<file path="src/rtl/ft64_dcache_ctrl_if.sv">
// ft64_dcache_ctrl_if -- system bus seen by the data cache controller.
//   master : controller side (drives cyc_o/stb_o/we_o/sel_o/adr_o/dat_o,
//            receives ack_i/err_i/dat_i)
//   slave  : memory / bus fabric side
interface ft64_dcache_ctrl_if;
  logic        cyc_o;
  logic        stb_o;
  logic        we_o;
  logic [7:0]  sel_o;
  logic [37:0] adr_o;
  logic [63:0] dat_o;
  logic        ack_i;
  logic        err_i;
  logic [63:0] dat_i;

  modport master (
    output cyc_o, stb_o, we_o, sel_o, adr_o, dat_o,
    input  ack_i, err_i, dat_i
  );

  modport slave (
    input  cyc_o, stb_o, we_o, sel_o, adr_o, dat_o,
    output ack_i, err_i, dat_i
  );
endinterface

</file>
<file path="src/rtl/ft64_dcache_ctrl.sv">
// ft64_dcache_ctrl -- sequencer for a direct-mapped, RD_LAT-cycle data cache
// serving one CPU load/store port.
//   clk, rst         : clock, synchronous active-low reset
//   req..dat         : CPU request (latched in IDLE)
//   ack, err, dato   : one-cycle completion pulse, bus error flag, load data
//   dce, c_*         : cache enable, write port (c_wr/c_sel/c_wadr/c_i),
//                      read port (c_radr/c_rdsize -> c_o/c_rhit)
//   bus              : system bus master (line fills, write-through stores)
// Loads that miss fetch the 256-bit line in BEATS beats, write it into the
// cache and replay the lookup. Stores always go to the bus and update the
// cache only if the lookup hit.
module ft64_dcache_ctrl #(
  parameter int RD_LAT = 3,
  parameter int BEATS  = 4,
  parameter int TMO    = 255
) (
  input  logic                 clk,
  input  logic                 rst,
  input  logic                 req,
  input  logic                 we,
  input  logic [37:0]          adr,
  input  logic [2:0]           size,
  input  logic [7:0]           sel,
  input  logic [63:0]          dat,
  output logic                 ack,
  output logic                 err,
  output logic [63:0]          dato,
  output logic                 dce,
  output logic                 c_wr,
  output logic [31:0]          c_sel,
  output logic [37:0]          c_wadr,
  output logic [255:0]         c_i,
  output logic [2:0]           c_rdsize,
  output logic [37:0]          c_radr,
  input  logic [63:0]          c_o,
  input  logic                 c_rhit,
  ft64_dcache_ctrl_if.master   bus
);

  localparam int CW = $clog2(RD_LAT + 1);
  localparam int TW = $clog2(TMO + 1);

  typedef enum logic [2:0] {
    IDLE, LOOKUP, FILL, FILL_WR, ST_BUS, ST_CACHE
  } state_t;

  typedef struct packed {
    logic        we;
    logic [37:0] adr;
    logic [2:0]  size;
    logic [7:0]  sel;
    logic [63:0] dat;
  } req_t;

  state_t                  state, nstate;
  req_t                    rq;
  logic [CW-1:0]           cnt;
  logic [1:0]              beat;   // line is 4 x 64 bits
  logic [TW-1:0]           tmo;
  logic                    hit_r;
  logic [BEATS-1:0][63:0]  line;
  logic                    ack_d, err_d;
  logic [63:0]             dato_d;
  logic                    tmo_hit;

  assign dce      = 1'b1;
  assign c_radr   = rq.adr;
  assign c_rdsize = rq.size;
  // timeout fires on the TMO-th consecutive cycle without ack_i
  assign tmo_hit  = !bus.ack_i && (tmo == TW'(TMO - 1));

  always_ff @(posedge clk) begin
    if (!rst) begin
      state <= IDLE;
      rq    <= '0;
      cnt   <= '0;
      beat  <= '0;
      tmo   <= '0;
      hit_r <= 1'b0;
      line  <= '0;
      ack   <= 1'b0;
      err   <= 1'b0;
      dato  <= '0;
    end else begin
      state <= nstate;
      ack   <= ack_d;
      err   <= err_d;
      dato  <= dato_d;
      case (state)
        IDLE: if (req) begin
          rq  <= '{we: we, adr: adr, size: size, sel: sel, dat: dat};
          cnt <= CW'(RD_LAT);
        end
        LOOKUP: begin
          if (cnt != '0) cnt <= cnt - CW'(1);
          else begin
            hit_r <= c_rhit;
            beat  <= '0;
            tmo   <= '0;
          end
        end
        FILL: begin
          if (bus.ack_i && !bus.err_i) begin
            line[beat] <= bus.dat_i;
            beat       <= beat + 2'd1;
            tmo        <= '0;
          end else if (!bus.ack_i) begin
            tmo <= tmo + TW'(1);
          end
        end
        FILL_WR: cnt <= CW'(RD_LAT);   // replay lookup of the filled line
        ST_BUS: begin
          if (bus.ack_i) tmo <= '0;
          else           tmo <= tmo + TW'(1);
        end
        default: ;
      endcase
    end
  end

  always_comb begin
    nstate     = state;
    ack_d      = 1'b0;
    err_d      = 1'b0;
    dato_d     = '0;
    c_wr       = 1'b0;
    c_sel      = '0;
    c_wadr     = rq.adr;
    c_i        = line;
    bus.cyc_o  = 1'b0;
    bus.stb_o  = 1'b0;
    bus.we_o   = 1'b0;
    bus.sel_o  = '0;
    bus.adr_o  = '0;
    bus.dat_o  = '0;
    case (state)
      IDLE: if (req) nstate = LOOKUP;
      LOOKUP: if (cnt == '0) begin
        if (rq.we) nstate = ST_BUS;
        else if (c_rhit) begin
          ack_d  = 1'b1;
          dato_d = c_o;
          nstate = IDLE;
        end else nstate = FILL;
      end
      FILL: begin
        bus.cyc_o = 1'b1;
        bus.stb_o = 1'b1;
        bus.sel_o = 8'hFF;
        bus.adr_o = {rq.adr[37:5], beat, 3'b000};
        // err_i wins over a simultaneous ack_i
        if (bus.err_i || tmo_hit) begin
          ack_d  = 1'b1;
          err_d  = 1'b1;
          nstate = IDLE;
        end else if (bus.ack_i && beat == 2'(BEATS - 1)) begin
          nstate = FILL_WR;
        end
      end
      FILL_WR: begin
        c_wr   = 1'b1;
        c_sel  = 32'hFFFF_FFFF;
        c_wadr = {rq.adr[37:5], 5'b0};
        nstate = LOOKUP;
      end
      ST_BUS: begin
        bus.cyc_o = 1'b1;
        bus.stb_o = 1'b1;
        bus.we_o  = 1'b1;
        bus.sel_o = rq.sel;
        bus.adr_o = rq.adr;
        bus.dat_o = rq.dat;
        if (bus.err_i || tmo_hit) begin
          ack_d  = 1'b1;
          err_d  = 1'b1;
          nstate = IDLE;
        end else if (bus.ack_i) begin
          if (hit_r) nstate = ST_CACHE;
          else begin
            ack_d  = 1'b1;
            nstate = IDLE;
          end
        end
      end
      ST_CACHE: begin
        c_wr   = 1'b1;
        c_i    = {4{rq.dat}};
        c_sel  = {24'b0, rq.sel} << {rq.adr[4:3], 3'b000};
        ack_d  = 1'b1;
        nstate = IDLE;
      end
      default: nstate = IDLE;
    endcase
  end

endmodule
</file>
<file path="src/flat_wrapper.sv">
// flat-port wrapper written by rule: the top's interface ports become plain ports
module ft64_dcache_ctrl_flat 
#(
  parameter int RD_LAT = 3,
  parameter int BEATS  = 4,
  parameter int TMO    = 255
)
  (clk, rst, req, we, adr, size, sel, dat, ack, err, dato, dce, c_wr, c_sel, c_wadr, c_i, c_rdsize, c_radr, c_o, c_rhit, bus_cyc_o, bus_stb_o, bus_we_o, bus_sel_o, bus_adr_o, bus_dat_o, bus_ack_i, bus_err_i, bus_dat_i);
  ft64_dcache_ctrl_if bus_i ();
  input  logic clk;
  input  logic rst;
  input  logic req;
  input  logic we;
  input  logic [37:0] adr;
  input  logic [2:0] size;
  input  logic [7:0] sel;
  input  logic [63:0] dat;
  output logic ack;
  output logic err;
  output logic [63:0] dato;
  output logic dce;
  output logic c_wr;
  output logic [31:0] c_sel;
  output logic [37:0] c_wadr;
  output logic [255:0] c_i;
  output logic [2:0] c_rdsize;
  output logic [37:0] c_radr;
  input  logic [63:0] c_o;
  input  logic c_rhit;
  output wire logic [$bits(bus_i.cyc_o)-1:0] bus_cyc_o;
  output wire logic [$bits(bus_i.stb_o)-1:0] bus_stb_o;
  output wire logic [$bits(bus_i.we_o)-1:0] bus_we_o;
  output wire logic [$bits(bus_i.sel_o)-1:0] bus_sel_o;
  output wire logic [$bits(bus_i.adr_o)-1:0] bus_adr_o;
  output wire logic [$bits(bus_i.dat_o)-1:0] bus_dat_o;
  input wire logic [$bits(bus_i.ack_i)-1:0] bus_ack_i;
  input wire logic [$bits(bus_i.err_i)-1:0] bus_err_i;
  input wire logic [$bits(bus_i.dat_i)-1:0] bus_dat_i;
  assign bus_cyc_o = bus_i.cyc_o;
  assign bus_stb_o = bus_i.stb_o;
  assign bus_we_o = bus_i.we_o;
  assign bus_sel_o = bus_i.sel_o;
  assign bus_adr_o = bus_i.adr_o;
  assign bus_dat_o = bus_i.dat_o;
  assign bus_i.ack_i = bus_ack_i;
  assign bus_i.err_i = bus_err_i;
  assign bus_i.dat_i = bus_dat_i;
  ft64_dcache_ctrl #(.RD_LAT(RD_LAT), .BEATS(BEATS), .TMO(TMO)) u_core (.clk(clk), .rst(rst), .req(req), .we(we), .adr(adr), .size(size), .sel(sel), .dat(dat), .ack(ack), .err(err), .dato(dato), .dce(dce), .c_wr(c_wr), .c_sel(c_sel), .c_wadr(c_wadr), .c_i(c_i), .c_rdsize(c_rdsize), .c_radr(c_radr), .c_o(c_o), .c_rhit(c_rhit), .bus(bus_i));
endmodule
</file>
<file path="config.mk">
export PLATFORM = sky130hd
export DESIGN_NAME = ft64_dcache_ctrl_flat
export DESIGN_NICKNAME = d
export VERILOG_FILES = /design/src/rtl/ft64_dcache_ctrl_if.sv /design/src/rtl/ft64_dcache_ctrl.sv /design/src/flat_wrapper.sv
export SDC_FILE = /design/constraint.sdc
export NUM_CORES = 1
export LEC_CHECK = 0
export BUFFER_PORTS_ARGS = -buffer_cell sky130_fd_sc_hd__buf_2
export CAP_MARGIN = 20
export CORE_AREA = 2 2 312 314
export CTS_CLUSTER_SIZE = 8
export DETAILED_ROUTE_END_ITERATION = 6
export DIE_AREA = 0 0 314 316
export GPL_ROUTABILITY_DRIVEN = 1
export HOLD_SLACK_MARGIN = 0.1
export PLACE_DENSITY_LB_ADDON = 0.2
export SLEW_MARGIN = 40
export SYNTH_ARGS = -nofsm -noshare
export SYNTH_HDL_FRONTEND = slang
export SYNTH_SLANG_ARGS = --single-unit
</file>
<file path="constraint.sdc">
create_clock -name clk -period 2.15 [get_ports clk]
set_input_delay 0.1075 -clock clk [delete_from_list [all_inputs] [get_ports clk]]
set_output_delay 0.1075 -clock clk [all_outputs]
set_load 0.05 [all_outputs]
</file>
==> impl_metrics.json <==
{
  "outcome": "finished with violations",
  "failed_checks": "setup timing",
  "critPathSlowestCell": "dfxtp_2",
  "place.gp.congestion": 0.815,
  "report.final.hold_viol_count": 0,
  "row_count": 114,
  "core_area_um2": 96000,
  "leakagePower_nw": 15.8,
  "grt.total_usage_pct": 19.1,
  "ant_nets": 0,
  "r2r_setup_slack_ps": 50,
  "viasPerCell": 4.33,
  "synth_common_cells": "1327 x nand2_1, 452 x dfxtp_1, 319 x a21boi_0, 165 x and2_1, 94 x clkbuf_1",
  "clock_latency_ps": 620,
  "crit_path_max_fanout": 7,
  "cp_num_buf_inv": 5,
  "dieArea_um2": 99200,
  "ys_warn_count": 0,
  "dieWidth_um": 314,
  "grt_max_degree": 121,
  "cp_cell_sequence": "buf_6 -> nor3_4 -> buf_6 -> buf_12 -> clkbuf_16 -> nand2_2 -> nand2_1 -> buf_6",
  "critPathLaunchType": "flip-flop",
  "synthFlopType": "dfxtp_1",
  "whs_path_depth": 3,
  "endpoint_kind": "output pin",
  "first_global_vias": 21400,
  "post-place-ws_ps": 105,
  "setup_viol": 387,
  "synthCells": 2738,
  "htreeDepth": 3,
  "power.density_nw_per_um2": 625,
  "post-place-cells": 4615,
  "synth_top_area_cell": "dfxtp_1",
  "synthesis.area_per_instance_um2": 7.44,
  "routed_wl_um": 102000,
  "route.detailed.drc": 0,
  "pwr-share-seq_pct": 41.4,
  "clkSinkCount": 452,
  "p_int_mw": 15.5,
  "netlist.area_leader.share_pct": 44.4,
  "register_area_um2": 9060,
  "arrival_ps": 2260,
  "fp.dieH_um": 316,
  "fin_hold_ws_ps": 228,
  "netlist_area_um2": 20400,
  "netlist-cell-type-count": 50,
  "port_buffers": 794,
  "ys_ff_latch": 452,
  "multiInputGateArea_um2": 11100,
  "tritoncts": "built",
  "start_util_pct": 21.2,
  "cts-root-buf": "clkbuf_16",
  "reg2reg_depth": 6,
  "clk_pin_slew_worst_paths_ps": 50,
  "synth.most_common_cell": "nand2_1",
  "grt_overflow_total": 0,
  "p_total_mw": 21.6,
  "cpPeakStageDelay_ps": 320,
  "maxCapViolCount": 0,
  "synthArstFlopShare_pct": 0,
  "p_switching_mw": 6.07,
  "vdd_drop_max_uv": 451,
  "fin_crit_ps": 2360,
  "n_fill_cell": 9896,
  "worstHoldStart": "c_o[39]",
  "synth-seq-area-share_pct": 44.4,
  "area_growth_pct": 69.3,
  "finalMaxSlewViolations": 0,
  "grt_pass1_wl_um": 141000,
  "syn-num-nets": 2993,
  "max_freq_mhz": 423,
  "worstPathRequired_ps": 2040,
  "path_class": "reg -> out",
  "finalCritPeriodShare_pct": 110,
  "clock_skew_ps": 23.3,
  "power.share.clock_pct": 45.9,
  "cts_buffers": 67,
  "via_count": 21700,
  "worst_slack_ps": -215,
  "combPwrFrac_pct": 12.7,
  "switching_share_pct": 28.2,
  "final_cell_count_no_fill": 5006,
  "wl_per_cell_um": 20.3,
  "grt_antenna_before_repair": 8,
  "reg2reg_to": "u_core.beat[1]",
  "hp-class": "in -> reg",
  "worstReg2RegStart": "u_core.state[0]",
  "first_iter_violations": 1164,
  "nets": 3968,
  "boundaryPins": 796,
  "min_to": "u_core.dato[39]",
  "rsz0062_at_grt": "yes",
  "layout-drive-gt1-share_pct": 32.7,
  "crit_family": "buffers and inverters",
  "yosys-top-cells-area": "dfxtp_1 44%, nand2_1 24%, a21boi_0 12%",
  "synth_edf_count": 0,
  "cts.path.max_buffers": 3,
  "crit_path_frequent_cell": "buf_6",
  "worst_pin_slew_ps": 714,
  "slew_headroom_pct": 52.3,
  "dp_hpwl_um": 66900,
  "drt_pass1_iterations": 5
}
==> flip-flops by register name (all words and copies together), names as in the netlist <==
register         flops
u_core.ack           1
u_core.beat          2
u_core.c_radr       38
u_core.c_rdsize      3
u_core.cnt           2
u_core.dato         64
u_core.err           1
u_core.hit_r         1
u_core.line        256
u_core.rq           73
u_core.state         3
u_core.tmo           8
==> cells by family after synthesis <==
group / count (synthesis) / synth area share [%]
mux: 1 / 0.0491
other cells: 1 / 0.0184
xor+xnor: 1 / 0.0430
simple gates: 1561 / 31.8
fa+ha+maj: 7 / 0.430
buf+inv: 270 / 6.94
compound gates: 445 / 16.3
flops: 452 / 44.4
==> metrics by stage <==
step / area, um2 / TNS (ps) / util, %
floorplan: 20400 / 0 / -
global placement: 25700 / 0 / 26.8
detailed placement: 25700 / 0 / 26.8
CTS: 32800 / -78090 / 34.1
global route: 34500 / -82750 / 35.9
finish: 34500 / -40240 / 35.9
==> final cells by class <==
cell class	count	share of cell area [%]
diodes	3	0.0218
clock buffers	77	5.12
clock inverters	6	0.323
inverters	9	0.105
multi-input cells	2016	32.3
flip-flops and latches	452	26.3
well taps	1276	4.63
repair buffers	1167	31.3
==> per-layer routing <==
layer | routed length (um) | global-route usage [%]
met1 | 41800 | 22.5
met2 | 52000 | 34.2
met3 | 5100 | 3.44
met4 | 3010 | 7.27
met5 | 25 | 0
==> worst reg2reg max path: cells and delay by family, from the launching register on <==
kind / cells / cell delay (ps)
AO/OA/AOI/OAI: 2 / 340
buffers and inverters: 2 / 730
flip-flops: 1 / 360
AND/OR/NAND/NOR: 2 / 610
==> repair_timing <==
| action | 4_1_cts | 5_1_grt |
|---|---|---|
| endpoints found under the setup margin | 402 | 409 |
| endpoints found under the hold margin | 452 | 0 |
| gates cloned | 17 | 8 |
| buffers inserted | 26 | 4 |
| hold buffers | 251 | 0 |
| pin swaps | 38 | 18 |
| resized for setup | 592 | 488 |
==> power groups by stage <==
stage                     registers [mW]  logic (mW)  clock network, mW
after floorplan                     9.01        1.47                  0
after global placement              9.05        2.25                  0
after detailed placement            9.05        2.25                  0
after CTS                           8.90        2.71               10.2
after global routing                8.94        2.92               10.5
final                               8.93        2.74               9.88
==> worst max path at each step <==
stage / start / endpoint / slack, ps / cells past startpoint
final: u_core.state[1] / c_i[237] / -210 / 8
after detailed placement: u_core.state[2] / c_i[18] / 100 / 7
after floorplan: u_core.state[2] / bus_adr_o[28] / 140 / 6
after global routing: u_core.state[1] / c_i[237] / -310 / 8
after global placement: u_core.state[2] / c_i[82] / 100 / 7
after CTS: u_core.state[2] / bus_dat_o[57] / -290 / 6
==> placed cells by master (no fill, tap or decap), types with 3 or more instances in the layout <==
master and n:
clkbuf_1 6, dfxtp_1 449, nand3_4 4, or3_1 5, a21oi_1 10, inv_1 7, nand2_4 85, nand3_1 6
a21o_1 41, and2_1 160, clkbuf_8 3, dlygate4sd3_1 251, buf_8 99, a21boi_1 54, and3_4 5, nor2_1 6
clkbuf_16 75, o21ai_0 5, buf_4 84, ha_1 7, clkbuf_4 23, nand2_8 14, nor3_1 4, nand2_1 1135
nor3b_4 3, diode_2 3, buf_12 57, buf_6 158, and2_4 4, nor2b_1 11, buf_2 468, nand2_2 93
o31ai_1 3, a21boi_0 319, buf_16 20
(Power assumes the default switching activity.)
